`src/rtl/updown_counter_lim.sv`:
```
// Up/down counter with programmable limits, step size, clamped load and saturate/wrap mode.
// Y/Ovf/Err update one edge after the inputs are sampled; there is no backpressure because every enabled edge steps.
module updown_counter_lim #(
    parameter int N      = 8,
    parameter int STEP_W = 4
) (
    input  logic              CLK,
    input  logic              N_RESET,
    input  logic              EN,
    input  logic              Dir,
    input  logic              Load,
    input  logic [N-1:0]      D,
    input  logic [N-1:0]      Lo,
    input  logic [N-1:0]      Hi,
    input  logic [STEP_W-1:0] Step,
    input  logic              Mode,
    output logic [N-1:0]      Y,
    output logic              AtMax,
    output logic              AtMin,
    output logic              Ovf,
    output logic              Err
);

    logic [N-1:0] r_y;
    logic         r_ovf;
    logic         r_err;

    logic         w_lim_err;
    logic [N:0]   w_step_ext;
    logic [N:0]   w_up_t;
    logic [N:0]   w_dn_t;
    logic         w_out_rng;
    logic [N-1:0] w_y_clamp;
    logic [N-1:0] w_d_clamp;
    logic [N-1:0] w_y_nxt;
    logic         w_ovf_nxt;

    // One extra bit keeps carry out of Hi and borrow below zero visible.
    assign w_lim_err  = (Lo > Hi);
    assign w_step_ext = (N+1)'(Step);
    assign w_up_t     = {1'b0, r_y} + w_step_ext;
    assign w_dn_t     = {1'b0, r_y} - w_step_ext;
    assign w_out_rng  = (r_y < Lo) || (r_y > Hi);
    assign w_y_clamp  = (r_y < Lo) ? Lo : ((r_y > Hi) ? Hi : r_y);
    assign w_d_clamp  = (D < Lo) ? Lo : ((D > Hi) ? Hi : D);

    always_comb begin
        w_y_nxt   = r_y;
        w_ovf_nxt = 1'b0;
        if (w_lim_err) begin
            w_y_nxt = r_y;
        end else if (Load) begin
            w_y_nxt = w_d_clamp;
        end else if (EN) begin
            if (w_out_rng) begin
                // Re-enter the window silently after limits moved under Y.
                w_y_nxt = w_y_clamp;
            end else if (Dir) begin
                if (w_up_t > {1'b0, Hi}) begin
                    if (Mode) begin
                        w_y_nxt   = Lo;
                        w_ovf_nxt = 1'b1;
                    end else begin
                        w_y_nxt   = Hi;
                        w_ovf_nxt = (r_y != Hi);
                    end
                end else begin
                    w_y_nxt = w_up_t[N-1:0];
                end
            end else begin
                if (w_dn_t[N] || (w_dn_t < {1'b0, Lo})) begin
                    if (Mode) begin
                        w_y_nxt   = Hi;
                        w_ovf_nxt = 1'b1;
                    end else begin
                        w_y_nxt   = Lo;
                        w_ovf_nxt = (r_y != Lo);
                    end
                end else begin
                    w_y_nxt = w_dn_t[N-1:0];
                end
            end
        end
    end

    always_ff @(posedge CLK) begin
        if (!N_RESET) begin
            r_y   <= '0;
            r_ovf <= 1'b0;
            r_err <= 1'b0;
        end else begin
            r_y   <= w_y_nxt;
            r_ovf <= w_ovf_nxt;
            r_err <= w_lim_err;
        end
    end

    assign Y     = r_y;
    assign Ovf   = r_ovf;
    assign Err   = r_err;
    assign AtMax = (r_y == Hi);
    assign AtMin = (r_y == Lo);

endmodule

```
`config.mk`:
```
export PLATFORM = sky130hd
export DESIGN_NAME = updown_counter_lim
export DESIGN_NICKNAME = d
export VERILOG_FILES = /design/src/rtl/updown_counter_lim.sv
export SDC_FILE = /design/constraint.sdc
export NUM_CORES = 1
export LEC_CHECK = 0
export BUFFER_PORTS_ARGS = -buffer_cell sky130_fd_sc_hd__buf_2
export CAP_MARGIN = 20
export CORE_MARGIN = 2
export CORE_UTILIZATION = 60
export DETAILED_ROUTE_END_ITERATION = 10
export PLACE_DENSITY = 0.88
export SYNTH_ARGS = -nofsm -noshare
export SYNTH_HDL_FRONTEND = slang
export SYNTH_SLANG_ARGS = --single-unit
```
`constraint.sdc`:
```
create_clock -name CLK -period 9.43 [get_ports CLK]
set_input_delay 0.4715 -clock CLK [delete_from_list [all_inputs] [get_ports CLK]]
set_output_delay 0.4715 -clock CLK [all_outputs]
set_load 0.03 [all_outputs]
```
Word level (Yosys, flattened, before mapping)
Index checks and enable logic that the tools add are counted.

storage, ports and cells
  word-level logic and storage cells = 42
  output and inout bits = 12
  register bits after elaboration = 10

operators by class
  reductions and logical operators = 5
  order comparisons = 7
  add/subtract/negate cells = 2
  equal/unequal tests = 5
  bitwise gates (word level) = 3
  muxes and demuxes = 17

operator list
  cell                                                              count
  8-bit two-way mux                                                 12
  8-bit greater-than comparator                                     3
  8-bit == test                                                     2
  8-bit < comparator                                                2
  8-bit != test                                                     2
  8-bit by 4-bit adder with 9-bit output                            1
  9-bit by 8-bit greater-than comparator with 1-bit output          1
  9-bit by 8-bit < comparator with 1-bit output                     1
  8-bit by 4-bit subtractor with 9-bit output                       1
  1-bit two-way mux                                                 5
  5-bit OR reduction                                                1
  4-bit by 2-bit != test with 1-bit output (second input constant)  1
  1-bit NOT                                                         3
  3-bit AND reduction                                               1
  1-bit logical OR                                                  2
  2-bit nonzero test                                                1

Logic depth before layout (Yosys ltp)
  word-level depth = 8
  gate-level depth with buffers = 15

Worst setup path before layout
Ideal clock, no wire load.

  path kind = register -> register
  start point = reg r_y[1], in the netlist Y[1]
  end point = reg r_y[3], in the netlist Y[3]
  cell stages (with the launch flop) = 15
  path buffers = 0
  slack = 5,608 ps
  arrival time = 3,695 ps
  library setup time = 127 ps
  path through = dfxtp_1 ha_1 nand2b_1 a21oi_1 o21bai_1 a21boi_0 xor2_1 ha_1 and4_4 a21boi_4 o41ai_4 nand2_4 mux2_4 a32o_1 or3_1

on the way
  cells in the longest elaborated chain, start to end = 8
  elaborated cells on any way between the ends = 17
  classes of those cells = add/sub (2); order compare (4); eq/ne (1); mux (7); reduce/logical (3)

RTL lines
  what                                           line  RTL
  start: declaration                             24    logic [N-1:0] r_y;
  start signal: assignment                       92    r_y <= w_y_nxt;
  8-bit by 4-bit subtractor with 9-bit output    42    assign w_dn_t = {1'b0, r_y} - w_step_ext;
  9-bit by 8-bit < comparator with 1-bit output  71    if (w_dn_t[N] || (w_dn_t < {1'b0, Lo})) begin
  1-bit logical OR                               71
  8-bit two-way mux                              71
  8-bit two-way mux                              58    end else if (Dir) begin
  8-bit two-way mux                              55    if (w_out_rng) begin
  8-bit two-way mux                              54    end else if (EN) begin
  8-bit two-way mux                              52    end else if (Load) begin

Several ways; a longest one is shown, not always the timed one. The select of a mux whose other input is x is not followed.
A chain may end at the register's enable or synchronous reset.

Worst setup path in the final report
Same ends and word-level chain as after synthesis.

==> results.md <==
- Total power: 405 uW
- Total gr overflow: 0
- Hold path start: N_RESET
- Pin count of the biggest net entering global routing: 34
- Max stage delay cell, worst path: dfxtp_1
- Final setup TNS: 0 ns
- Routed Antenna Nets: 0
- Cell row count: 25
- Grt met1 use: 0.474
- DIE HEIGHT: 74.0 um
- Hold Path Depth: 2
- Crit path from: Y[1]
- Post_cts resized: 0
- DR DRC count: 0
- Worst r2r dst: Y[3]
- Clock buffers created by TritonCTS: 3
- Warnings from Yosys: 0
- Hold_buf cts: 0
- Initial antenna violation count: 0
- Starting Density: 0.622
- Root Driver: clkbuf_8
- Reg-to-Reg Start: Y[1]
- Crit. End Element: flip-flop
- Crit path DAT: 4.16 ns
- PortBufs: 45
- CP Class: flip-flop to flip-flop
- Clk Latency, worst-skew pair: 0.25 ns
- First-pass GRT wire length: 15200 um
- Via-per-instance ratio: 6.91
- Netlist Area Pre-Place: 2940 um^2
- Sink Count: 10
- Die W: 74.0 um
- CTS tree: yes
- Fin crit share: 0.427
- Met3 Usage GRT: 0.0949
- Seq/Total Area, Yosys: 0.0682
- Worst-case clock buffer depth: 2
- P&R area growth vs syn: 10.3%
- Syn Nets: 483
- Leakage: 1.62 nW
- Crit-path cells: ha_1, nand2b_1, a21oi_1, o21bai_1, a21boi_0, xor2_1, ha_1, and4_4, a21boi_4, o41ai_4, nand2_4, mux2_4, a32o_1, or3_1
- RSZ-0062 raised after global routing: no
- Synth Instances: 385
- Top cell by count, worst path: ha_1
- Total Wirelength: 9350 um
- Clock H-tree levels: 1
- Startpoint Class: flip-flop
- R2R Setup Slk: 5.40 ns
- IO Pins: 46
- Clock skew: 0.0152 ns
- Die ar.: 5470 um^2
- Number of hold violations in the final report: 0
- Vias: 3374
- Final core occ: 0.686
- EDFF count, synth: 0
- Clock period minus worst slack: 4.03 ns
- Top FF cell, synth: dfxtp_1
- Post-synth ARST share: 0
- Flops & latches, synth: 10
- Fill cells: 417
- Req. time, crit path: 9.56 ns
- Fmax: 248 MHz
- Busiest grt layer: met2
- Hold crit path type: input pin to flip-flop
- R2r worst-path depth: 14
- Hold endpoint: Err
- GRT Resource Usage Total: 0.356
- Syn Area/Cell: 7.63 um^2
- DRT Pass-1 Iters: 8
- GPL Wtd Cong: 0.971
- Slew Viols, Final: 0
- Nets: 521
- Max cap viols: 0
- Ant diodes: 0
- Peak supply drop: 0.0925 mV
- Layout cell share with drive strength beyond 1: 0.152
- Worst slew pin tran: 0.710 ns
- Dpl hpwl: 7520 um
- Placeable Area: 4720 um^2
- DRT iter0 DRCs: 404
- Reg clk slew, reported paths: 0.06 ns
- PwrDens: 125 nW/um^2
- Crit-path max FO: 10
- Setup Viol. Count Final: 0
- Slowest stage delay, CP: 0.56 ns
- Met2 usage: 0.557
- Vias in the first global route: 3151
- Post-synth cell types: 60
- Wire per inst: 19.2 um
- Status: complete, no violations
- Number of post-CTS setup repair buffers: 0
- Slew HR: 0.520
## metal layers
layer	wire length, um	up-vias	share of wire
met1	3720	1522	0.40
met5	0	-	0
li1	-	1561	-
met3	1130	52	0.12
met2	4110	239	0.44
met4	383	0	0.041
## report_power, final
group / total (mW) / internal, mW / switching, mW
registers: 0.0609 / 0.0475 / 0.0134
logic: 0.296 / 0.116 / 0.180
clock network: 0.0480 / 0.0281 / 0.0199
## cells in the final DEF (no fill, tap or decap), types with 3 or more instances in the layout
cell,count
and2_1,4
o21ai_0,26
nor2_1,27
a221oi_1,4
xor2_1,6
a211oi_1,4
nand3_1,14
and3_1,8
ha_1,62
a31oi_1,5
xnor2_1,6
nor2b_1,5
a311oi_1,9
nand2_1,25
clkbuf_8,3
o221ai_1,7
inv_1,28
nand2b_1,6
a21o_1,14
dfxtp_1,10
nand4_1,5
o211ai_1,18
a21oi_1,23
buf_2,45
nor3_1,6
o211a_1,4
## sequential cells by signal (all words and copies together), names as in the netlist
register  count
Y             8
Err           1
Ovf           1
## per-stage QoR
stage          instances  hold WS (ns)  instance area (um^2)  worst slack (ns)
3_3_place_gp         485         0.524                  3200              5.50
5_1_grt              488         0.535                  3240              5.16
6_report             488         0.510                  3240              5.40
4_1_cts              488         0.505                  3240              5.45
2_1_floorplan        385         0.593                  2940              5.61
3_5_place_dp         485         0.542                  3200              5.34
## cell type report
class | count | area (um^2) | share of cell area
multi-input combinational | 334 | 2570 | 0.795
tap | 67 | 83.8 | 0.0259
inverter | 28 | 105 | 0.0325
sequential | 10 | 200 | 0.0618
clock buffer | 3 | 41.3 | 0.0128
timing repair buffer | 46 | 233 | 0.0719
## critical path, delay by kind of cell, from the launching register on
kind | cells | cell delay (ns)
compound gates | 6 | 1.40
fa+ha+maj | 2 | 0.57
mux | 1 | 0.32
flops | 1 | 0.56
xor+xnor | 1 | 0.22
simple gates | 4 | 0.83
## logic make-up after synthesis
group,Yosys count,synth area share
compound gates,144,0.360
mux,3,0.0128
xor+xnor,12,0.0358
simple gates,111,0.191
fa+ha+maj,64,0.278
flops,10,0.0682
buf+inv,41,0.0550
## worst max-delay path by stage
stage,endpoint,cells past startpoint
6_report,Y[3],14
3_3_place_gp,Y[3],16
3_5_place_dp,Y[3],16
5_1_grt,Y[3],14
2_1_floorplan,Y[3],14
4_1_cts,Y[3],14
## Yosys cell counts, drive strengths merged (3+ instances only)
| library cell | count | area (um^2) |
|---|---|---|
| o221ai | 7 | 61.3 |
| o21ai | 27 | 135 |
| inv | 28 | 105 |
| dfxtp | 10 | 200 |
| nand3 | 14 | 70.1 |
| clkbuf | 9 | 33.8 |
| nand2 | 26 | 105 |
| mux2 | 3 | 37.5 |
| buf | 4 | 22.5 |
| nor2b | 5 | 31.3 |
| a221oi | 4 | 35.0 |
| ha | 62 | 776 |
| or2 | 4 | 25.0 |
| nor2 | 27 | 101 |
| a21oi | 24 | 124 |
| a21o | 14 | 105 |
| a31oi | 5 | 31.3 |
| nor3 | 6 | 30.0 |
| o211a | 4 | 40.0 |
| a221o | 3 | 31.3 |
| a211oi | 5 | 42.5 |
| a21boi | 3 | 33.8 |
| and2 | 4 | 25.0 |
| o211ai | 18 | 135 |
| nand4 | 5 | 31.3 |
| and3 | 8 | 50.1 |
| and4 | 3 | 28.8 |
| nand2b | 6 | 37.5 |
| xnor2 | 6 | 52.6 |
| xor2 | 6 | 52.6 |
| a311oi | 9 | 78.8 |
Power figures use the tool's default switching activity.
